## src/rtl/fill_sequencer.sv

```systemverilog
// fill_sequencer: pill-bottling sequencing controller with BCD pill and bottle counts and supervision timers.
// Optional feature macro FILL_SEQ_AUTO_RESUME_EN: ERROR recovers without ack once its fault clears.
module fill_sequencer #(
  parameter int TICK_DIV   = 1000,
  parameter int SWITCH_SEC = 2,
  parameter int HOPPER_SEC = 5
) (
  input  logic        clk_1khz,
  input  logic        clr,
  input  logic        start,
  input  logic        ack,
  input  logic        estop,
  input  logic [11:0] target_pills,
  input  logic [7:0]  target_bottles,
  input  logic        pill_pulse,
  input  logic        conveyor_ok,
  output logic [2:0]  state,
  output logic [11:0] now_pills,
  output logic [7:0]  now_bottles,
  output logic        switch_req,
  output logic [1:0]  err_code
);

  typedef enum logic [2:0] {
    ST_IDLE      = 3'd0,
    ST_RUNNING   = 3'd1,
    ST_SWITCHING = 3'd2,
    ST_DONE      = 3'd3,
    ST_ERROR     = 3'd4,
    ST_FATAL     = 3'd5
  } state_e;

  localparam int PW      = (TICK_DIV > 1) ? $clog2(TICK_DIV) : 1;
  localparam int MAX_SEC = (SWITCH_SEC > HOPPER_SEC) ? SWITCH_SEC : HOPPER_SEC;
  localparam int TW      = (MAX_SEC > 1) ? $clog2(MAX_SEC) + 1 : 1;

  localparam logic [PW-1:0] PRESC_LAST = PW'(TICK_DIV - 1);
  localparam logic [TW-1:0] HOP_LAST   = TW'(HOPPER_SEC - 1);
  localparam logic [TW-1:0] SW_LAST    = TW'(SWITCH_SEC - 1);

  state_e        state_q, state_d;
  logic [11:0]   pills_q, pills_d;
  logic [7:0]    bottles_q, bottles_d;
  logic [1:0]    err_q, err_d;
  logic          switch_req_q;
  logic [PW-1:0] presc_q, presc_d;
  logic [TW-1:0] tick_q, tick_d;

  logic          load_s;
  logic          take_pill_s;
  logic          timing_s;
  logic          expired_s;
  logic          cfg_ok_s;
  logic [11:0]   pill_inc_s;
  logic [7:0]    bottle_inc_s;

  function automatic logic [11:0] bcd_inc3(input logic [11:0] v);
    logic [11:0] r;
    r = v;
    if (v[3:0] == 4'd9) begin
      r[3:0] = 4'd0;
      if (v[7:4] == 4'd9) begin
        r[7:4]  = 4'd0;
        r[11:8] = v[11:8] + 4'd1;
      end else begin
        r[7:4] = v[7:4] + 4'd1;
      end
    end else begin
      r[3:0] = v[3:0] + 4'd1;
    end
    return r;
  endfunction

  function automatic logic [7:0] bcd_inc2(input logic [7:0] v);
    logic [7:0] r;
    r = v;
    if (v[3:0] == 4'd9) begin
      r[3:0] = 4'd0;
      r[7:4] = v[7:4] + 4'd1;
    end else begin
      r[3:0] = v[3:0] + 4'd1;
    end
    return r;
  endfunction

  function automatic logic cfg_valid(input logic [11:0] tp, input logic [7:0] tb);
    logic digits_ok;
    digits_ok = (tp[11:8] <= 4'd9) && (tp[7:4] <= 4'd9) && (tp[3:0] <= 4'd9) &&
                (tb[7:4] <= 4'd9) && (tb[3:0] <= 4'd9);
    return digits_ok && (tp != 12'd0) && (tb != 8'd0);
  endfunction

  assign pill_inc_s   = bcd_inc3(pills_q);
  assign bottle_inc_s = bcd_inc2(bottles_q);
  assign cfg_ok_s     = cfg_valid(target_pills, target_bottles);
  assign timing_s     = (state_q == ST_RUNNING) || (state_q == ST_SWITCHING);
  assign expired_s    = timing_s && (presc_q == PRESC_LAST) &&
                        (tick_q == ((state_q == ST_SWITCHING) ? SW_LAST : HOP_LAST));

  // Next-state, count and error-code logic; estop overrides every state.
  always_comb begin
    state_d     = state_q;
    pills_d     = pills_q;
    bottles_d   = bottles_q;
    err_d       = err_q;
    load_s      = 1'b0;
    take_pill_s = 1'b0;
    if (estop) begin
      state_d = ST_FATAL;
    end else begin
      case (state_q)
        ST_IDLE: begin
          if (start && cfg_ok_s) begin
            state_d   = ST_RUNNING;
            pills_d   = 12'd0;
            bottles_d = 8'd0;
            err_d     = 2'd0;
            load_s    = 1'b1;
          end else if (start) begin
            err_d = 2'd3;
          end else begin
            state_d = ST_IDLE;
          end
        end
        ST_RUNNING: begin
          if (pill_pulse) begin
            take_pill_s = 1'b1;
          end else if (expired_s) begin
            state_d = ST_ERROR;
            err_d   = 2'd1;
          end else begin
            state_d = ST_RUNNING;
          end
        end
        ST_SWITCHING: begin
          if (expired_s && conveyor_ok) begin
            state_d = ST_RUNNING;
            load_s  = 1'b1;
          end else if (expired_s) begin
            state_d = ST_ERROR;
            err_d   = 2'd2;
          end else begin
            state_d = ST_SWITCHING;
          end
        end
        ST_ERROR: begin
`ifdef FILL_SEQ_AUTO_RESUME_EN
          if ((err_q == 2'd1) && pill_pulse) begin
            err_d       = 2'd0;
            take_pill_s = 1'b1;
          end else if ((err_q == 2'd2) && conveyor_ok) begin
            err_d   = 2'd0;
            state_d = ST_RUNNING;
            load_s  = 1'b1;
          end else begin
            state_d = ST_ERROR;
          end
`else
          if (ack && ((err_q == 2'd1) || ((err_q == 2'd2) && conveyor_ok))) begin
            err_d   = 2'd0;
            state_d = ST_RUNNING;
            load_s  = 1'b1;
          end else begin
            state_d = ST_ERROR;
          end
`endif
        end
        ST_DONE: begin
          if (ack) begin
            state_d = ST_IDLE;
          end else begin
            state_d = ST_DONE;
          end
        end
        ST_FATAL: begin
          if (ack) begin
            state_d = ST_IDLE;
          end else begin
            state_d = ST_FATAL;
          end
        end
        default: begin
          state_d = ST_IDLE;
        end
      endcase
    end

    // A counted pill either completes the bottle or restarts the hopper supervision.
    if (take_pill_s) begin
      load_s = 1'b1;
      if (pill_inc_s == target_pills) begin
        bottles_d = bottle_inc_s;
        if (bottle_inc_s == target_bottles) begin
          state_d = ST_DONE;
          pills_d = pill_inc_s;
        end else begin
          state_d = ST_SWITCHING;
          pills_d = 12'd0;
        end
      end else begin
        state_d = ST_RUNNING;
        pills_d = pill_inc_s;
      end
    end else begin
      load_s = load_s;
    end
  end

  // Shared prescaler and tick counter; only one supervision timer is ever active.
  always_comb begin
    presc_d = presc_q;
    tick_d  = tick_q;
    if (load_s) begin
      presc_d = '0;
      tick_d  = '0;
    end else if (timing_s && (presc_q == PRESC_LAST)) begin
      presc_d = '0;
      tick_d  = tick_q + TW'(1);
    end else if (timing_s) begin
      presc_d = presc_q + PW'(1);
    end else begin
      presc_d = presc_q;
    end
  end

  // Registered state, counts, timers and outputs with synchronous clear.
  always_ff @(posedge clk_1khz) begin
    if (clr) begin
      state_q      <= ST_IDLE;
      pills_q      <= 12'd0;
      bottles_q    <= 8'd0;
      err_q        <= 2'd0;
      switch_req_q <= 1'b0;
      presc_q      <= '0;
      tick_q       <= '0;
    end else begin
      state_q      <= state_d;
      pills_q      <= pills_d;
      bottles_q    <= bottles_d;
      err_q        <= err_d;
      switch_req_q <= (state_d == ST_SWITCHING);
      presc_q      <= presc_d;
      tick_q       <= tick_d;
    end
  end

  assign state       = state_q;
  assign now_pills   = pills_q;
  assign now_bottles = bottles_q;
  assign switch_req  = switch_req_q;
  assign err_code    = err_q;

endmodule

```

## config.mk

```make
export PLATFORM = sky130hd
export DESIGN_NAME = fill_sequencer
export DESIGN_NICKNAME = d
export VERILOG_FILES = /design/src/rtl/fill_sequencer.sv
export SDC_FILE = /design/constraint.sdc
export NUM_CORES = 1
export LEC_CHECK = 0
export ABC_AREA = 0
export ABC_CLOCK_PERIOD_IN_PS = 3350
export CAP_MARGIN = 0
export CELL_PAD_IN_SITES_DETAIL_PLACEMENT = 0
export CELL_PAD_IN_SITES_GLOBAL_PLACEMENT = 1
export CORE_ASPECT_RATIO = 1.4
export CORE_UTILIZATION = 39
export CTS_CLUSTER_SIZE = 10
export DETAILED_ROUTE_END_ITERATION = 10
export HOLD_SLACK_MARGIN = 0.08
export PLACE_DENSITY = 0.8
export SETUP_SLACK_MARGIN = 0.1
export SYNTH_ARGS = -nofsm -noshare
export SYNTH_HDL_FRONTEND = slang
export SYNTH_SLANG_ARGS = --single-unit
export TNS_END_PERCENT = 10
```

## constraint.sdc

```tcl
create_clock -name clk_1khz -period 3.35 [get_ports clk_1khz]
set_input_delay 0.67 -clock clk_1khz [delete_from_list [all_inputs] [get_ports clk_1khz]]
set_output_delay 0.67 -clock clk_1khz [all_outputs]
set_load 0.02 [all_outputs]
```

Word-level counts from Yosys, hierarchy flattened
Index checks and enable logic that the tools add are counted.

cells by class
  muxes and demuxes = 49
  reductions and logical operators = 24
  eq/ne operators = 22
  bitwise gates (word level) = 1
  add/subtract/negate cells = 7
  $lt $le $gt $ge = 5

operators by type and width
  cell                                                             count
  12-bit 2-to-1 mux                                                6
  8-bit 2-to-1 mux                                                 6
  3-bit 2-to-1 mux                                                 12
  4-bit by 1-bit adder with 4-bit output, second input constant    6
  4-bit less-or-equal comparator, second input constant            5
  4-bit 2-to-1 mux                                                 5
  3-bit case mux with 6 select lines                               1
  2-bit 2-to-1 mux                                                 8
  12-bit == test                                                   1
  4-bit == test, second input constant                             3
  1-bit logical AND                                                12
  12-bit nonzero test                                              1
  10-bit by 1-bit adder with 10-bit output, second input constant  1
  10-bit == test, second input constant                            1
  2-bit inequality test, second input constant                     5
  3-bit by 2-bit == test with 1-bit output, second input constant  3
  1-bit 2-to-1 mux                                                 9
  8-bit == test                                                    1
  2-bit case mux with 4 select lines                               1
  8-bit AND reduction                                              1
  8-bit nonzero test                                               1
  3-bit == test, second input constant                             2
  4-bit by 3-bit == test with 1-bit output                         1
  2-bit nonzero test                                               2
  13 further kinds                                                 14

word-level totals
  flip-flop bits (word level) = 40
  input bits = 27
  logic and storage cells = 115
  output and inout port bits = 26

Depth between registers and ports, before layout
  depth after elaboration = 13
  mapped depth = 12

Least setup slack after synthesis
No wires, ideal clock.

  kind = flip-flop to flip-flop
  from = register pills_q[5] (netlist: now_pills[5])
  to = register bottles_q[4] (netlist: now_bottles[4])
  period minus slack after synthesis = 2873 ps
  cell stages (with the launch flop) = 12
  arrival = 2794 ps
  path buffers = 1
  setup slack = 477 ps
  path through = dfxtp_1 inv_1 ha_1 and3b_1 buf_4 o32a_1 xnor2_1 a211oi_2 nand3b_1 nor4_4 mux2_4 a211oi_2

between the ends
  word-level cells in the longest chain between the ends = 6
  elaborated cells between the ends (all ways) = 8
  those cells by class = add/sub (1); eq/ne (2); mux (5)

ends and longest elaborated chain
  element                                                                  line    source
  start, declared                                                          42      logic [11:0] pills_q, pills_d;
  start signal, assigned                                                   238     pills_q <= pills_d;
  4-bit by 1-bit adder with 4-bit output or 4-bit == test (tied branches)  66, 62
  4-bit 2-to-1 mux                                                         62      if (v[7:4] == 4'd9) begin
  8-bit 2-to-1 mux (*)                                                     60      if (v[3:0] == 4'd9) begin
  12-bit == test (*)                                                       191     if (pill_inc_s == target_pills) begin
  8-bit 2-to-1 mux (*)                                                     191
  8-bit 2-to-1 mux (*)                                                     189     if (take_pill_s) begin
  end signal, assigned                                                     239     bottles_q <= bottles_d;
  end, declared                                                            43      logic [7:0] bottles_q, bottles_d;

Mark *: on every way between the ends. The rest lies on a longest branch, timed or not.
A chain may end at the register's enable or synchronous reset.

Worst setup path in the final report
  from = register pills_q[1] (netlist: now_pills[1])
  to = register bottles_q[7] (netlist: now_bottles[7])

between the ends
  word-level cells in the longest chain between the ends = 5
  elaborated cells between the ends (all ways) = 7
  those cells by class = add/sub (1); eq/ne (2); mux (4)

ends and longest elaborated chain
  element                                                                  line
  4-bit by 1-bit adder with 4-bit output or 4-bit == test (tied branches)  69, 60
  4-bit 2-to-1 mux or 8-bit 2-to-1 mux (tied branches)                     60
  12-bit == test (*)                                                       191
  8-bit 2-to-1 mux (*)                                                     191
  8-bit 2-to-1 mux (*)                                                     189

Marked as above.

==> out/results.txt <==
total grt overflow -> 0
Pint -> 782 uW
most common cell in the netlist -> nor2_1
Slew @ Worst Pin -> 0.880 ns
syn nets -> 424
clock sink count -> 40
root buffer cell -> clkbuf_8
worst vdd ir -> 0.238 mV
post-DR wirelength/cell -> 14.9 um
Routed WL -> 7970 um
hold crit path type -> reg -> reg
Resize count post-CTS -> 0
CTS Buf Count -> 5
Max-Cap Viols -> 0
Vias/cell -> 5.60
setup repair after global routing missed its margin -> no
Hold Buf Count CTS -> 0
Initial Utilization -> 40.6%
Slew headroom -> 41.1%
Die W -> 76.2 um
number of library cell types mapped by synthesis -> 64
initial antenna violation count -> 0
drt drc -> 0
Synth top area share -> 26.7%
Crit path required time -> 3.58 ns
Final Cycle Share -> 89.1%
PortBufs -> 52
asr flop ratio synth -> 0%
Rows -> 37
Psw -> 276 uW
dpl cell area -> 3620 um2
FMAX -> 335 MHz
switch share -> 26.1%
Post-synth top flop -> dfxtp_1
cells on worst reg2reg path -> 9
via count of the first global-routing pass -> 2843
ranking of synthesized cells by area -> dfxtp_1 (27%), xor2_1 (5.8%), nor2_1 (5.7%), xnor2_1 (4.4%), o21ai_0 (4.2%)
global-route wire length before repair -> 13300 um
post-route cell area -> 3740 um2
Ant. Diodes -> 0
layout cells sized above 1 -> 6.83%
Final Critical Period -> 2.99 ns
sequential share of the synthesized area -> 26.7%
clock power share -> 38.6%
Setup Total Neg Slack -> 0 ns
worst-path maximum fanout -> 9
die area -> 8060 um2
Worst EP arrival -> 3.21 ns
syn avg cell area -> 7.72 um2
TritonCTS clock tree -> done
overall power -> 1060 uW
Worst setup EP type -> flop
Pre-antenna DRT Iters -> 4
Seq cells post-synth -> 40
hold path cells -> 2
vias -> 3003
Setup CP Type -> reg -> reg
GRT Overall Usage -> 20.4%
top cells by count, synth -> nor2_1 (46), dfxtp_1 (40), nand2_1 (30), o21ai_0 (25), a21oi_1 (22)
RD Place Congestion -> 0.844
Post-CTS Setup Inserts -> 0
power density over the cells -> 283 nW/um2
Final Hold Fails -> 0
clk_skew -> 0.00554 ns
io pins -> 53
Yosys top cell by area -> dfxtp_1
fillers -> 771
antenna-violating nets left -> 0
number of flops mapped to enable cells by yosys -> 0
Post-DP HPWL -> 6140 um
CTS clk-pin slew, worst paths -> 0.08 ns
Synth warnings -> 0
worst hold slack -> 0.482 ns
largest net degree at the start of global routing -> 28
DR iter-0 viols -> 138
outcome -> completed
Area Overhead vs Synth -> 24.5%
startpoint types -> flop
endpoints failing setup -> 0
CORE AREA -> 7410 um2
Comb power frac -> 14.9%
Final Max Tran Viols -> 0
post-synthesis instance area -> 3000 um2
H-tree Lvls -> 2
Static Leakage -> 0.00134 uW
Mapped Cells -> 389
clock buffer depth -> 2
worst skew pair latency -> 0.30 ns
Die Span Y -> 106 um
Reg power frac -> 46.6%
Net count, final -> 473
fin util -> 50.5%
state kept, by name (all words and copies together), names as in the netlist:
signal	flops
presc_q	10
tick_q	4
switch_req	1
now_bottles	8
now_pills	12
err_code	2
state	3
stage by stage:
step | cells | setup slack [ns]
floorplan | 389 | 0.477
global placement | 528 | 0.194
CTS | 536 | 0.324
detailed placement | 528 | 0.215
global route | 536 | 0.171
finish | 536 | 0.364
logic make-up after synthesis:
| family | count (synthesis) | synth area share (%) |
|---|---|---|
| simple gates | 181 | 33.8 |
| flops | 40 | 26.7 |
| fa+ha+maj | 8 | 3.33 |
| buf+inv | 28 | 4.21 |
| xor+xnor | 35 | 10.2 |
| mux | 5 | 1.83 |
| compound gates | 92 | 20.0 |
layout make-up:
type                       count  area, um2  share of cell area [%]
clock buffer                   5       68.8                    1.84
clock inverter                 3       47.5                    1.27
inverter                       8       30.0                   0.803
multi-input combinational    321       2080                    55.5
sequential                    40        801                    21.4
tap                           97        121                    3.24
timing repair buffer          62        596                    15.9
routing by layer:
layer  GRT usage [%]  wire length [um]  vias to the layer above
met4            7.83               172                        0
met5               0                 0                        -
met3            2.77               289                       13
li1                -                 -                     1509
met1            22.3              3290                     1412
met2            39.2              4210                       69
critical path: stages (launching register included):
cell and delay [ns]:
dfxtp_1 0.44, inv_1 0.07, ha_1 0.29, and3b_1 0.34, or4b_4 0.56, a2111oi_1 0.37, nand3_1 0.16, nor2_1 0.32
a31oi_1 0.16, a211oi_2 0.20
power groups by stage:
stage / sequential, uW / clock, uW / combinational [uW]
3_3_place_gp: 504 / 0 / 156
6_report: 493 / 408 / 157
4_1_cts: 493 / 426 / 157
2_1_floorplan: 503 / 0 / 80.0
5_1_grt: 494 / 444 / 171
3_5_place_dp: 504 / 0 / 157
cell usage in the layout (no fill, tap or decap), types with 3 or more instances in the layout:
cell,synthesis,final
clkbuf_8,0,5
nand2b_1,7,7
nor3b_1,4,4
nand3b_1,4,4
nand2_1,30,30
mux2i_1,4,4
nor2_1,46,46
and3_1,10,10
nor4_1,5,5
nor3_1,10,10
o21ai_0,25,25
a22oi_1,6,6
ha_1,8,8
a211oi_2,3,3
and2_1,8,8
nand3_1,14,14
nand4_1,8,8
dfxtp_1,40,40
inv_1,8,8
and3b_1,3,3
a21oi_1,22,22
a31oi_1,5,5
buf_4,2,10
xnor2_1,15,15
xor2_1,20,20
a211oi_1,3,3
clkdlybuf4s50_1,0,52
nand4b_1,5,5
o22ai_1,5,5
nor2b_1,12,12
worst paths after layout:
path	startpoint	to	slack (ns)
max	now_pills[1]	now_bottles[7]	0.36
min	err_code[1]	err_code[1]	0.48
max reg2reg	now_pills[1]	now_bottles[7]	0.36
min reg2reg	err_code[1]	err_code[1]	0.48
Note: power is estimated with default switching activity, not from simulation.
